**config.mk**
```make
export PLATFORM = sky130hd
export DESIGN_NAME = regfile_wb_arbiter
export DESIGN_NICKNAME = d
export VERILOG_FILES = /design/src/rtl/rv_pkg.sv /design/src/rtl/rr_arbiter2.sv /design/src/rtl/regfile_wb_arbiter.sv
export SDC_FILE = /design/constraint.sdc
export NUM_CORES = 1
export LEC_CHECK = 0
export CAP_MARGIN = 30
export CORE_ASPECT_RATIO = 1.1
export CORE_UTILIZATION = 50
export CTS_CLUSTER_SIZE = 10
export DETAILED_ROUTE_END_ITERATION = 10
export HOLD_SLACK_MARGIN = 0.05
export PLACE_DENSITY = 0.86
export SYNTH_ARGS = -nofsm -noshare
export SYNTH_HDL_FRONTEND = slang
export SYNTH_HIERARCHICAL = 1
export SYNTH_SLANG_ARGS = --single-unit
```
**constraint.sdc**
```tcl
create_clock -name clk -period 5 [get_ports clk]
set_input_delay 1.25 -clock clk [delete_from_list [all_inputs] [get_ports clk]]
set_output_delay 1.25 -clock clk [all_outputs]
set_load 0.01 [all_outputs]
```
**src/rtl/rv_pkg.sv**
```systemverilog
// Shared integer-core definitions: widths, register index type, writeback source.
package rv_pkg;
    localparam int XLEN      = 32;
    localparam int NREGS     = 32;
    localparam int REG_IDX_W = $clog2(NREGS);

    typedef logic [REG_IDX_W-1:0] reg_idx_t;

    typedef enum logic {
        WB_ALU  = 1'b0,
        WB_LONG = 1'b1
    } wb_src_e;
endpackage

```
**src/rtl/rr_arbiter2.sv**
```systemverilog
// Two-requester round-robin arbiter. Grant is combinational.
// The priority pointer only moves when both sides request.
module rr_arbiter2
    import rv_pkg::*;
(
    input  logic clk,
    input  logic rst,
    input  logic req_a,
    input  logic req_l,
    output logic gnt_a,
    output logic gnt_l
);
    // Source that wins the next contested cycle.
    wb_src_e prio;

    // Uncontested requests always win; contested ones go to the pointer.
    always_comb begin
        gnt_a = req_a && (!req_l || (prio == WB_ALU));
        gnt_l = req_l && (!req_a || (prio == WB_LONG));
    end

    // After a contested grant, hand priority to the loser.
    always_ff @(posedge clk) begin
        if (rst)
            prio <= WB_ALU;
        else if (req_a && req_l)
            prio <= gnt_a ? WB_LONG : WB_ALU;
    end
endmodule

```
**src/rtl/regfile_wb_arbiter.sv**
```systemverilog
// Register file write-port owner: arbitrates ALU and long-latency writebacks,
// tracks outstanding long-latency destinations and stalls issue on hazards.
module regfile_wb_arbiter
    import rv_pkg::*;
#(
    parameter int XLEN  = rv_pkg::XLEN,
    parameter int NREGS = rv_pkg::NREGS,
    localparam int IW   = $clog2(NREGS)
) (
    input  logic            clk,
    input  logic            rst,
    input  logic            iss_valid,
    input  logic [IW-1:0]   iss_rs1,
    input  logic [IW-1:0]   iss_rs2,
    input  logic [IW-1:0]   iss_rd,
    input  logic            iss_long,
    output logic            iss_stall,
    input  logic            a_valid,
    input  logic [IW-1:0]   a_rd,
    input  logic [XLEN-1:0] a_data,
    output logic            a_ready,
    input  logic            l_valid,
    input  logic [IW-1:0]   l_rd,
    input  logic [XLEN-1:0] l_data,
    output logic            l_ready,
    output logic            rf_we,
    output logic [IW-1:0]   rf_rd,
    output logic [XLEN-1:0] rf_wdata
);
    // x0 can never be busy.
    localparam logic [NREGS-1:0] X0_MASK = {{(NREGS-1){1'b1}}, 1'b0};

    logic [NREGS-1:0] busy;
    logic [NREGS-1:0] busy_set;
    logic [NREGS-1:0] busy_clr;
    wb_src_e          wb_src;
    logic             gnt_a;
    logic             gnt_l;

    rr_arbiter2 u_arb (
        .clk   (clk),
        .rst   (rst),
        .req_a (a_valid),
        .req_l (l_valid),
        .gnt_a (gnt_a),
        .gnt_l (gnt_l)
    );

    assign a_ready = gnt_a;
    assign l_ready = gnt_l;

    // Hold issue on RAW against pending L writes, and on WAW for non-x0 rd.
    always_comb begin
        iss_stall = iss_valid && (busy[iss_rs1] || busy[iss_rs2] ||
                                  (busy[iss_rd] && (iss_rd != '0)));
    end

    // Writeback register stage: one cycle from grant to rf_we; rd==0 writes nothing.
    always_ff @(posedge clk) begin
        if (rst) begin
            rf_we    <= 1'b0;
            rf_rd    <= '0;
            rf_wdata <= '0;
            wb_src   <= WB_ALU;
        end else if (gnt_a) begin
            rf_we    <= (a_rd != '0);
            rf_rd    <= a_rd;
            rf_wdata <= a_data;
            wb_src   <= WB_ALU;
        end else if (gnt_l) begin
            rf_we    <= (l_rd != '0);
            rf_rd    <= l_rd;
            rf_wdata <= l_data;
            wb_src   <= WB_LONG;
        end else begin
            rf_we    <= 1'b0;
        end
    end

    // Scoreboard set on accepted long issue, clear when the L result hits the file.
    always_comb begin
        busy_set = '0;
        busy_clr = '0;
        if (iss_valid && !iss_stall && iss_long && (iss_rd != '0))
            busy_set[iss_rd] = 1'b1;
        if (rf_we && (wb_src == WB_LONG))
            busy_clr[rf_rd] = 1'b1;
    end

    // Set dominates clear on the same index.
    always_ff @(posedge clk) begin
        if (rst)
            busy <= '0;
        else
            busy <= ((busy & ~busy_clr) | busy_set) & X0_MASK;
    end
endmodule

```
== Word-level counts from Yosys, hierarchy flattened ==
Cells that the tools add are included.

* Reduce and logical (&&, ||, !) cells: 23
* Bitwise gates (word level): 4
* $lt $le $gt $ge: 6
* Mux-type cells: 19

{| class="wikitable"
|+ Operator list
! cell !! number
|-
| $mux W32 || 4
|-
| $and A32 B32 Y32 || 1
|-
| $not A32 Y32 || 1
|-
| $or A32 B32 Y32 || 1
|-
| $lt A5 B6 Y1 const B || 4
|-
| $bmux W1 S5 || 3
|-
| $reduce_bool A5 Y1 || 3
|-
| $logic_and A1 B1 Y1 || 11
|-
| $demux W1 S5 || 2
|-
| $ge A5 B1 Y1 const B || 2
|-
| $mux W5 || 2
|-
| $mux W1 || 8
|-
| $logic_or A1 B1 Y1 || 4
|-
| $logic_not A1 Y1 || 3
|-
| $reduce_bool A2 Y1 || 1
|-
| $reduce_or A2 Y1 || 1
|-
| $not A1 Y1 || 1
|}

* Input bits: 95
* Bits in registers: 72
* Output and inout port bits: 41
* Logic and storage cells: 59

== Logic depth before layout (Yosys ltp) ==
* Depth in word-level cells: 11
* Gate-level depth with buffers: 9
* Gate-level depth less buffers: 6

== Cells and area by module ==
The synthesis kept the hierarchy.

{| class="wikitable"
|+ Modules (own cells, without submodules)
! module !! cells an instance !! seq. area each (um^2) !! area each (um^2) !! times used
|-
| regfile_wb_arbiter || 490 || 1401.3 || 4146.5 || 1
|-
| rr_arbiter2 || 7 || 20.0 || 65.1 || 1
|}

== Worst setup path after synthesis ==
No wires, ideal clock.

* Path kind: in2out
* Start: input port iss_rs2[1]
* End: output port iss_stall
* Stages on the path: 7
* Path slack: 0.815 ns
* Required time: 3.750 ns
* Data arrival time: 2.935 ns
* Path buffers: 2
* Cells stage by stage: buf_6 -> mux4_1 -> mux2_2 -> a31oi_2 -> nand4_4 -> buf_6 -> and2_1

* Cells in the longest elaborated chain, start to end: 5

{| class="wikitable"
|+ RTL lines
! item !! line !! source
|-
| start: declaration || regfile_wb_arbiter.sv:14 || <nowiki>input logic [IW-1:0] iss_rs2,</nowiki>
|-
| $bmux W1 S5 || regfile_wb_arbiter.sv:54 || <nowiki>iss_stall = iss_valid && (busy[iss_rs1] || busy[iss_rs2] ||</nowiki>
|-
| $mux W1 (implied by the code) || regfile_wb_arbiter.sv:54 ||
|-
| $logic_or A1 B1 Y1 (2 in a row) || regfile_wb_arbiter.sv:54 ||
|-
| $logic_and A1 B1 Y1 || regfile_wb_arbiter.sv:54 ||
|-
| end: declaration || regfile_wb_arbiter.sv:17 || <nowiki>output logic iss_stall,</nowiki>
|}

Every way passes these cells. The select of a mux whose other input is x is not followed.

== Final worst setup path ==
* Start: input port iss_rd[2]
* End: output port iss_stall

* Cells in the longest elaborated chain, start to end: 5
* Elaborated cells on any way between the ends: 6
* Classes of those cells: mux: 2; reduce/logical: 4

{| class="wikitable"
|+ RTL lines
! item !! line !! source
|-
| start: declaration || regfile_wb_arbiter.sv:15 || <nowiki>input logic [IW-1:0] iss_rd,</nowiki>
|-
| $bmux W1 S5 || regfile_wb_arbiter.sv:55 || <nowiki>(busy[iss_rd] && (iss_rd != '0)));</nowiki>
|-
| $mux W1 (implied by the code) || regfile_wb_arbiter.sv:55 ||
|-
| $logic_and A1 B1 Y1 * || regfile_wb_arbiter.sv:55 ||
|-
| $logic_or A1 B1 Y1 * || regfile_wb_arbiter.sv:54 ||
|-
| $logic_and A1 B1 Y1 * || regfile_wb_arbiter.sv:54 ||
|}

Mark *: on every way between the ends. The rest lies on a longest branch, timed or not. The select of a mux whose other input is x is not followed.

==> results.toml <==
[status]
outcome = "complete, no violations"

[cts]
cts_setup_buffers = 0
clk-insertion-delay-late_ns = 0.35
worst_setup_hold_path_clk_slew_ns = 0.08
cts.root.buffer_cell = "sky130_fd_sc_hd__clkbuf_8"
number_of_buffers_inserted_during_clock_tree_synthesis = 9
post_cts_hold_buffer_count = 0
max-clock-path-buffers = 2
htree_num_levels = 3
cts_tree = "built"
cts_sinks = 71

[detailed_routing]
dr_iter_0_viols = 402
postRouteAntennaNets = 0
remaining_drc_errors = 0
vias = 4344
drtPass1Iterations = 5
route.final.wire_length_um = 13580
routed_wirelength_normalized_by_instance_count_um = 18.50
average_vias_per_placed_instance = 5.918

[placement]
port_buffers = 135
gpl.final_weighted_congestion = 1.017
dpl.hpwl_um = 9997
detailedPlace.worstSlack_ns = 0.007172
placement.cell_area_sq_mm = 0.005670
place_inst = 718

[synth]
avgSynthCellArea_sq_um = 8.474
synth-edff-count = 0
synth_top_cell_area_share = 0.3375
synth_seq_cells = 71
post_synth_inst_count = 497
synth_top_cells_by_area = "sky130_fd_sc_hd__dfxtp_1 (34%), sky130_fd_sc_hd__mux2i_1 (11%), sky130_fd_sc_hd__nor2_1 (7.8%)"
synth.net_count = 592
synth_sequential_area_ratio = 0.3375
yosys_warnings = 6
synthesized_cell_area_sq_mm = 0.004212
yosys.cell_types.count = 45
ys.flop_type = "sky130_fd_sc_hd__dfxtp_1"
yosysTopAreaCell = "sky130_fd_sc_hd__dfxtp_1"
share_of_synthesized_flip_flops_with_an_asynchronous_set_or_reset = 0

[critical_path]
critPathKind = "input pin to output port"
cp_top_family = "buffers and inverters"
setup.worst_path.start_class = "input pin"
crit_chain = "clkdlybuf4s50_1 -> mux2_2 -> a22oi_1 -> a311o_1 -> a41o_1 -> nand4_4 -> and2_1 -> clkdlybuf4s50_1"
timing.critical_path.slowest_stage_cell = "sky130_fd_sc_hd__clkdlybuf4s50_1"
critPathMaxFanout = 8
worst-path-buf-inv = 2
worst_ep_arrival_time_ns = 3.66
crit_required_ns = 3.75
worst_setup_path_end_kind = "output port"
slowest_delay_ns = 0.65
crit_path_frequent_cell = "sky130_fd_sc_hd__clkdlybuf4s50_1"

[power_and_ir_drop]
vdd_drop_max_v = 0.0001905
power.density_mw_per_mm2 = 252.3
power_leakage_nw = 2.197
total_power_consumption_mw = 1.501

[timing]
unrepaired_setup_endpoints_after_global_routing = "false"
max_slew_margin = 0.5330
fmax_mhz = 203.7
timing_worst_slew_pin_value_ns = 0.7004
finalHoldViolCount = 0
setup_ws_ns = 0.09191
worst_hold_slack_ns = 0.5261
setup_total_neg_slack_ns = 0
min_period_ns = 4.908
final-setup-viol-count = 0
period_share = 0.9816
slew_violations = 0
fin_skew_ns = 0.009554

[die]
floorplan.initialDensity = 0.5238
die_h_um = 98.26
placeableCoreArea_sq_mm = 0.008040
core.rowCount = 34
die_width_um = 89.51
io_pins = 136
dieArea_sq_mm = 0.008794

[layout]
final.fill_count = 565
diodes = 0
final_design_area_no_fill_sq_mm = 0.005949
final_layout_size_suffix_gt1_frac = 0.1006
area_growth_pct = 41.27
seqCellArea_sq_mm = 0.001421
layout_cells_excl_fill = 734
finalNetCount = 716
final_util = 0.7400
multiInputGateArea_sq_mm = 0.002636

[global_routing]
grt_util_all_layers = 0.3163
via_count_of_the_first_global_routing_pass = 4286
grt_first_pass_wirelength_um = 21070
number_of_antenna_violations_at_the_first_check_in_global_routing = 0
grt-ovfl-total = 0
largest_net_degree_at_the_start_of_global_routing = 78

[job]
drv.max_cap_violation_count = 0

[hold_path]
hold_class = "flop to flop"
==> power breakdown <==
part	leakage, nW	internal, mW	switching (mW)
Clock	0.130	0.359	0.215
Combinational	1.49	0.172	0.146
Sequential	0.580	0.589	0.0197
Total	2.20	1.12	0.381
==> kinds of logic (layout without fill, tap and decap cells) <==
logic type | after synthesis | in the layout | share of synthesized area
AOI/OAI and AO/OA | 108 | 108 | 0.1592
buffers and inverters | 43 | 172 | 0.04634
DFF | 71 | 71 | 0.3375
muxes | 68 | 68 | 0.2109
and+or+nand+nor | 207 | 207 | 0.2460
==> path summary, 6_finish.rpt <==
check / from / endpoint / slack [ns] / cells past startpoint
worst max-delay path: iss_rd[2] / iss_stall / 0.09 / 8
worst min-delay path: wb_src / wb_src / 0.53 / 2
worst max register to register: busy[17] / busy[25] / 2.72 / 7
worst min register to register: wb_src / wb_src / 0.53 / 2
==> Yosys cell counts, types with 2 or more instances <==
library cell               count
sky130_fd_sc_hd__dfxtp_1      71
sky130_fd_sc_hd__buf_2         3
sky130_fd_sc_hd__clkbuf_1     28
sky130_fd_sc_hd__nor2_1       87
sky130_fd_sc_hd__nand2_1      34
sky130_fd_sc_hd__o31ai_1      28
sky130_fd_sc_hd__a21boi_0      2
sky130_fd_sc_hd__a221oi_1      2
sky130_fd_sc_hd__nand3b_1     18
sky130_fd_sc_hd__mux2i_1      46
sky130_fd_sc_hd__nand4b_1      3
sky130_fd_sc_hd__nor3_1       11
sky130_fd_sc_hd__nor4_1        2
sky130_fd_sc_hd__o21ai_0      21
sky130_fd_sc_hd__o22ai_1       4
sky130_fd_sc_hd__buf_6         4
sky130_fd_sc_hd__mux2_2        8
sky130_fd_sc_hd__a21oi_1      41
sky130_fd_sc_hd__nand4_1       4
sky130_fd_sc_hd__nand2b_1      2
sky130_fd_sc_hd__mux4_2        8
sky130_fd_sc_hd__nand3_1       7
sky130_fd_sc_hd__nor3b_1       8
sky130_fd_sc_hd__buf_1         6
sky130_fd_sc_hd__mux4_1        6
sky130_fd_sc_hd__inv_1         2
sky130_fd_sc_hd__nor2b_1      23
==> flip-flops by register name, indices dropped and copies added (netlist names) <==
register    flops
rf_wdata       32
busy           31
wb_src          1
rf_we           1
rf_rd           5
u_arb/prio      1
==> placed cells by master (no fill, tap or decap), types with 2 or more instances in the layout <==
master                            Yosys  final
sky130_fd_sc_hd__nor3b_1              8      7
sky130_fd_sc_hd__o22ai_1              4      4
sky130_fd_sc_hd__a21boi_4             0      2
sky130_fd_sc_hd__a221oi_1             2      2
sky130_fd_sc_hd__nand4_1              4      4
sky130_fd_sc_hd__clkdlybuf4s50_1      0    132
sky130_fd_sc_hd__mux2_2               8      8
sky130_fd_sc_hd__nand4b_1             3      3
sky130_fd_sc_hd__o21ai_0             21     21
sky130_fd_sc_hd__nand3_1              7      7
sky130_fd_sc_hd__nor3_1              11     10
sky130_fd_sc_hd__clkbuf_8             0     11
sky130_fd_sc_hd__nor2b_1             23     22
sky130_fd_sc_hd__o31ai_1             28     28
sky130_fd_sc_hd__nor4_1               2      2
sky130_fd_sc_hd__nand2_1             34     34
sky130_fd_sc_hd__buf_4                0     18
sky130_fd_sc_hd__inv_1                2      2
sky130_fd_sc_hd__nand2b_1             2      2
sky130_fd_sc_hd__dfxtp_1             71     71
sky130_fd_sc_hd__nor2_1              87     87
sky130_fd_sc_hd__mux2i_1             46     46
sky130_fd_sc_hd__mux4_1               6      6
sky130_fd_sc_hd__bufinv_16            0      3
sky130_fd_sc_hd__a21oi_1             41     41
sky130_fd_sc_hd__nand3b_1            18     18
sky130_fd_sc_hd__mux4_2               8      8
==> routing by layer <==
layer / global-route usage / part of all wire / vias to the layer above
met5: 0 / 0 / -
met4: 0.1648 / 0.035 / 0
met3: 0.1226 / 0.11 / 48
met2: 0.5109 / 0.48 / 263
met1: 0.3559 / 0.37 / 1985
li1: - / - / 2048
==> tightest hold or removal path: cells and delay by family (launching register included) <==
family | cells | cell delay [ns]
AND/OR/NAND/NOR | 2 | 0.15
flip-flops | 1 | 0.34
==> area by class of cell <==
class / count / area share
sequential: 71 / 0.2389
clock buffer: 11 / 0.02545
multi-input combinational: 383 / 0.4431
clock inverter: 5 / 0.01746
inverter: 2 / 0.001262
tap: 108 / 0.02271
timing repair buffer: 154 / 0.2511
==> timing repair <==
item                                    CTS  global route
gates resized for setup                   1             7
endpoints found under the setup margin    1             1
cloned                                    0             0
pin swaps                                 0             1
(Power assumes the default switching activity.)
